### src/rtl/mod_addsub_bist_if.sv
// Operand/result bundle between the BIST engine and the modular add/sub datapath.
// The master side drives the operation and operands and receives the residue.
interface mod_addsub_bist_if;
    logic       s;
    logic [3:0] x;
    logic [3:0] y;
    logic [3:0] z;

    modport master (output s, output x, output y, input z);
    modport slave  (input s, input x, input y, output z);
endinterface

### src/rtl/mod_addsub_bist.sv
// Built-in self-test sweep for the 4-bit modular adder/subtractor: drives every legal
// (s, x, y), checks z against an independent residue. Optional: MOD_ADDSUB_BIST_FAIL_CAPTURE_EN.
module mod_addsub_bist #(
    parameter logic [3:0] M      = 4'b1111,
    parameter int         SETTLE = 1
) (
    input  logic                clk,
    input  logic                rst,
    input  logic                start,
    mod_addsub_bist_if.master   main_if,
    output logic                busy,
    output logic                done,
    output logic                pass,
    output logic [8:0]          total_count,
    output logic [8:0]          pass_count
`ifdef MOD_ADDSUB_BIST_FAIL_CAPTURE_EN
    ,
    output logic                fail_valid,
    output logic                fail_s,
    output logic [3:0]          fail_x,
    output logic [3:0]          fail_y,
    output logic [3:0]          fail_z
`endif
);

    typedef enum logic [1:0] {ST_IDLE, ST_SETTLE, ST_CHECK, ST_DONE} state_t;

    localparam logic [4:0] M5         = {1'b0, M};
    localparam logic [3:0] M_LAST     = M - 4'd1;
    localparam logic [3:0] SETTLE_LD  = 4'(SETTLE - 1);

    state_t     state, state_nxt;
    logic [3:0] settle_cnt;
    logic       s_q;
    logic [3:0] x_q, y_q;
    logic       begin_sweep, do_check;
    logic       last_vec, match;

    // Residue computed with a 5-bit intermediate so x + y and x - y + M never wrap.
    function automatic logic [3:0] mod_result(input logic sub, input logic [3:0] a, input logic [3:0] b);
        logic [4:0] t;
        if (!sub) begin
            t = {1'b0, a} + {1'b0, b};
            if (t >= M5)
                t = t - M5;
        end else if (a >= b) begin
            t = {1'b0, a} - {1'b0, b};
        end else begin
            t = {1'b0, a} + M5 - {1'b0, b};
        end
        return t[3:0];
    endfunction

    assign last_vec = s_q && (x_q == M_LAST) && (y_q == M_LAST);
    assign match    = (main_if.z == mod_result(s_q, x_q, y_q));

    always_ff @(posedge clk) begin
        if (rst)
            state <= ST_IDLE;
        else
            state <= state_nxt;
    end

    always_comb begin
        state_nxt   = state;
        begin_sweep = 1'b0;
        do_check    = 1'b0;
        case (state)
            ST_IDLE, ST_DONE: begin
                if (start) begin
                    begin_sweep = 1'b1;
                    state_nxt   = ST_SETTLE;
                end
            end
            ST_SETTLE: begin
                if (settle_cnt == 4'd0)
                    state_nxt = ST_CHECK;
            end
            ST_CHECK: begin
                do_check  = 1'b1;
                state_nxt = last_vec ? ST_DONE : ST_SETTLE;
            end
            default: state_nxt = ST_IDLE;
        endcase
    end

    // Vector generator, settle timer and scoreboard counters
    always_ff @(posedge clk) begin
        if (rst || begin_sweep) begin
            s_q         <= 1'b0;
            x_q         <= 4'd0;
            y_q         <= 4'd0;
            total_count <= 9'd0;
            pass_count  <= 9'd0;
            settle_cnt  <= rst ? 4'd0 : SETTLE_LD;
        end else if (state == ST_SETTLE) begin
            if (settle_cnt != 4'd0)
                settle_cnt <= settle_cnt - 4'd1;
        end else if (do_check) begin
            total_count <= total_count + 9'd1;
            if (match)
                pass_count <= pass_count + 9'd1;
            if (!last_vec) begin
                settle_cnt <= SETTLE_LD;
                if (y_q == M_LAST) begin
                    y_q <= 4'd0;
                    if (x_q == M_LAST) begin
                        x_q <= 4'd0;
                        s_q <= 1'b1;
                    end else begin
                        x_q <= x_q + 4'd1;
                    end
                end else begin
                    y_q <= y_q + 4'd1;
                end
            end
        end
    end

`ifdef MOD_ADDSUB_BIST_FAIL_CAPTURE_EN
    // Only the first mismatch of a sweep is kept.
    always_ff @(posedge clk) begin
        if (rst || begin_sweep) begin
            fail_valid <= 1'b0;
            fail_s     <= 1'b0;
            fail_x     <= 4'd0;
            fail_y     <= 4'd0;
            fail_z     <= 4'd0;
        end else if (do_check && !match && !fail_valid) begin
            fail_valid <= 1'b1;
            fail_s     <= s_q;
            fail_x     <= x_q;
            fail_y     <= y_q;
            fail_z     <= main_if.z;
        end
    end
`endif

    assign main_if.s = s_q;
    assign main_if.x = x_q;
    assign main_if.y = y_q;
    assign busy      = (state == ST_SETTLE) || (state == ST_CHECK);
    assign done      = (state == ST_DONE);
    assign pass      = done && (pass_count == total_count);

endmodule

### src/flat_wrapper.sv
// flat-port wrapper written by rule: the top's interface ports become plain ports
module mod_addsub_bist_flat 
#(
    parameter logic [3:0] M      = 4'b1111,
    parameter int         SETTLE = 1
)
  (clk, rst, start, busy, done, pass, total_count, pass_count, main_if_s, main_if_x, main_if_y, main_if_z);
  mod_addsub_bist_if main_if_i ();
  input  logic clk;
  input  logic rst;
  input  logic start;
  output logic busy;
  output logic done;
  output logic pass;
  output logic [8:0] total_count;
  output logic [8:0] pass_count;
  output wire logic [$bits(main_if_i.s)-1:0] main_if_s;
  output wire logic [$bits(main_if_i.x)-1:0] main_if_x;
  output wire logic [$bits(main_if_i.y)-1:0] main_if_y;
  input wire logic [$bits(main_if_i.z)-1:0] main_if_z;
  assign main_if_s = main_if_i.s;
  assign main_if_x = main_if_i.x;
  assign main_if_y = main_if_i.y;
  assign main_if_i.z = main_if_z;
  mod_addsub_bist #(.M(M), .SETTLE(SETTLE)) u_core (.clk(clk), .rst(rst), .start(start), .main_if(main_if_i), .busy(busy), .done(done), .pass(pass), .total_count(total_count), .pass_count(pass_count));
endmodule
### config.mk
export PLATFORM = sky130hd
export DESIGN_NAME = mod_addsub_bist_flat
export DESIGN_NICKNAME = d
export VERILOG_FILES = /design/src/rtl/mod_addsub_bist_if.sv /design/src/rtl/mod_addsub_bist.sv /design/src/flat_wrapper.sv
export SDC_FILE = /design/constraint.sdc
export NUM_CORES = 1
export LEC_CHECK = 0
export CORE_UTILIZATION = 49
export CTS_CLUSTER_DIAMETER = 80
export CTS_CLUSTER_SIZE = 24
export DETAILED_ROUTE_END_ITERATION = 12
export MAX_ROUTING_LAYER = met4
export PLACE_DENSITY_LB_ADDON = 0.1
export SLEW_MARGIN = 10
export SYNTH_ARGS = -nofsm -noshare
export SYNTH_HDL_FRONTEND = slang
export SYNTH_SLANG_ARGS = --single-unit
### constraint.sdc
create_clock -name clk -period 3.1 [get_ports clk]
set_input_delay 0.62 -clock clk [delete_from_list [all_inputs] [get_ports clk]]
set_output_delay 0.62 -clock clk [all_outputs]
set_load 0.005 [all_outputs]
==> impl_results.md <==
- Status: finished, final reports clean
- Hold Path Class: reg -> reg
- Yosys warns: 0
- Final #Nets: 377
- Peak VDD IR: 0.332 mV
- GRT overflow: 0
- DRT iter0 DRCs: 186
- Reg clk slew, reported paths: 0.07 ns
- Post-Syn Area: 0.00239 mm2
- Crit path kind: reg -> reg
- # H-tree levels: 2
- Max-slew headroom: 0.679
- Synth Register Bits: 33
- Filler cell count: 399
- CP max-delay cell: fa_2
- Ys flop type: dfxtp_1
- Arrival time at the worst endpoint: 3.19 ns
- Distinct cells, synth: 55
- Vias per cell: 5.67
- Seq/Total Area, Yosys: 0.276
- Mapped Cells: 297
- Critical path capture point type: register
- Number of port buffers: 36
- Pwr/cell area: 303 mW/mm2
- Final hold slack: 0.490 ns
- Clock tree buffer depth: 2
- Post-synth net total: 325
- Slowest cell delay on critical path: 0.54 ns
- Num CTS Buffers: 5
- # diodes: 0
- DR WL/cell: 14.5 um
- Met2 global-route usage: 0.347
- Worst-Skew Late Latency: 0.29 ns
- Met3 Track Usage GR: 0.0450
- CTS root buffer: clkbuf_8
- Share of cells above drive strength 1: 0.163
- Clock skew: 0.00504 ns
- Core area: 0.00469 mm2
- Worst-Margin Slew: 0.477 ns
- First-pass GRT wire length: 9.36 mm
- Synth Area per Inst: 8.05 um2
- Lkg Pwr: 0.00116 uW
- Die area: 0.00516 mm2
- WL final: 5.84 mm
- Vias in the first global route: 1993
- Global Route Usage Sum: 0.237
- Largest net degree at the start of global routing: 32
- Pre-Repair DR Iteration Count: 4
- Final Cycle Share: 0.960
- CTS Sinks: 33
- Die Wd: 71.8 um
- GPL Wtd Cong: 0.923
- CTS tree: done
- Area Growth Syn to Fin: 32.2%
- Antenna viol nets, final: 0
- Worst-path fanout max: 7
- HPWL after detailed placement: 4.23 mm
- Final slew viol count: 0
- Crit path time final: 2.98 ns
- CP Launch Type: register
- Starting Density: 0.509
- Die height: 71.8 um
- Initial antenna violation count: 0
- CP bufs+invs: 0
- FMAX: 0.336 GHz
- I/O Pins: 37
- Final setup violation count: 0
- Global routing usage on met1: 0.332
- Residual DRC: 0
- GR peak layer: met2
- Async SR Flop Fraction: 0
- Total design power: 957 uW
- Delay-heaviest family, CP: simple AND/OR/NAND/NOR gates
- Row count: 25
- WP data required: 3.32 ns
- RSZ-0062 raised after global routing: true
- TNS Setup: 0 ns
- Via Count: 2291
- Post-synth EDFFs: 0
- MaxCap Viol Count: 0
- Hold Violations, Final: 0
- Worst-path cell chain: ha_4 -> fa_2 -> and2b_2 -> o21ai_4 -> a22oi_2 -> a31oi_2 -> xnor2_2 -> nor4_4 -> nand2_2 -> or3_1 -> a21oi_1
cell type report:
type | instances | area, um2 | share of cell area
Sequential cell | 33 | 669 | 0.212
Timing Repair Buffer | 53 | 492 | 0.156
Clock buffer | 7 | 86.3 | 0.0273
Tap cell | 54 | 67.6 | 0.0214
Inverter | 22 | 85.1 | 0.0269
Multi-Input combinational cell | 234 | 1730 | 0.547
Clock inverter | 1 | 30.0 | 0.00950
worst paths after layout:
path,from,endpoint,slack (ns),depth (start not counted)
max,u_core.main_if.x[0],u_core.pass_count[5],0.12,11
min,u_core.settle_cnt[3],u_core.settle_cnt[3],0.49,2
max reg2reg,u_core.main_if.x[0],u_core.pass_count[5],0.12,11
min reg2reg,u_core.settle_cnt[3],u_core.settle_cnt[3],0.49,2
cells in the final DEF, fill, tap and decap left out, types with 3 or more instances in the layout:
cell type,netlist,layout
o21a_1,3,3
nand2b_1,3,3
ha_2,0,4
buf_4,1,16
nand3_1,9,9
ha_1,18,12
nor3_1,8,8
dfxtp_1,33,30
nand4_1,7,7
nor2_1,32,32
clkdlybuf4s50_1,0,36
inv_1,22,20
o21ai_0,18,17
nand2_1,18,18
or3_1,6,6
mux2i_1,4,4
a311oi_1,3,3
and3_1,5,5
nor2b_1,4,4
a211oi_1,3,3
a21oi_1,22,21
clkbuf_8,0,6
xnor2_1,14,12
and2_1,4,4
xor2_1,10,9
o211ai_1,3,3
nor4_1,5,4
xnor2_2,1,3
worst reg2reg max path, delay by kind of cell, from the launching register on:
kind / cells / cell delay [ns]
and+or+nand+nor: 4 / 1.03
adders and majority gates: 2 / 0.71
AOI/OAI and AO/OA: 4 / 0.62
xor gates and xnor gates: 1 / 0.17
DFF: 1 / 0.37
registers in the layout (all words and copies together), names as in the netlist:
register and cells:
u_core.pass_count 9, u_core.total_count 9, u_core.main_if.x 4, u_core.main_if.y 4
u_core.settle_cnt 4, u_core.state 2, u_core.main_if.s 1
report_power, final:
group | total, uW | internal [uW] | switching [uW]
Clock | 423 | 262 | 161
Sequential | 435 | 429 | 6.43
Combinational | 99.3 | 41.8 | 57.5
Total | 957 | 733 | 225
repair_timing:
item / CTS / global route
buffers inserted: 0 / 4
endpoints found under the setup margin: 3 / 7
hold endpoints to repair: 0 / 0
pin swaps: 0 / 13
resized for setup: 1 / 34
hold buffers: 0 / 0
metrics by stage:
stage	cells	setup slack [ns]	util	cell area, um2
finish	404	0.124	0.673	3160
global route	404	-0.0356	0.673	3160
CTS	400	0.0270	0.640	3000
detailed placement	392	0.0122	0.614	2880
global placement	392	0.0846	0.614	2880
floorplan	297	0.112	-	2390
logic make-up after synthesis:
group	count (synthesis)	synth area share
AOI/OAI and AO/OA	73	0.199
xor gates and xnor gates	25	0.0948
adders and majority gates	21	0.119
buffers and inverters	30	0.0492
DFF	33	0.276
muxes	5	0.0215
and+or+nand+nor	110	0.240
layer usage:
metal  part of all wire  routed length (um)  vias to the layer above
met2               0.45                2610                       61
met4              0.012                  68                        0
met5                  0                   0                        -
li1                   -                   -                     1168
met3              0.046                 266                        9
met1               0.50                2900                     1053
cell usage after synthesis, types with 4 or more instances:
cell | instances | area (um2)
nor3_1 | 8 | 40.0
nand3_1 | 9 | 45.0
xnor2_1 | 14 | 123
nor4_1 | 5 | 31.3
a21oi_1 | 22 | 110
xor2_1 | 10 | 87.6
nand2_1 | 18 | 67.6
ha_1 | 18 | 225
clkbuf_1 | 6 | 22.5
o21ai_0 | 18 | 90.1
or3_1 | 6 | 37.5
and2_1 | 4 | 25.0
nand4_1 | 7 | 43.8
and3_1 | 5 | 31.3
dfxtp_1 | 33 | 661
inv_1 | 22 | 82.6
nor2b_1 | 4 | 25.0
mux2i_1 | 4 | 40.0
nor2_1 | 32 | 120
No activity file was read; power rests on OpenSTA's default activity.
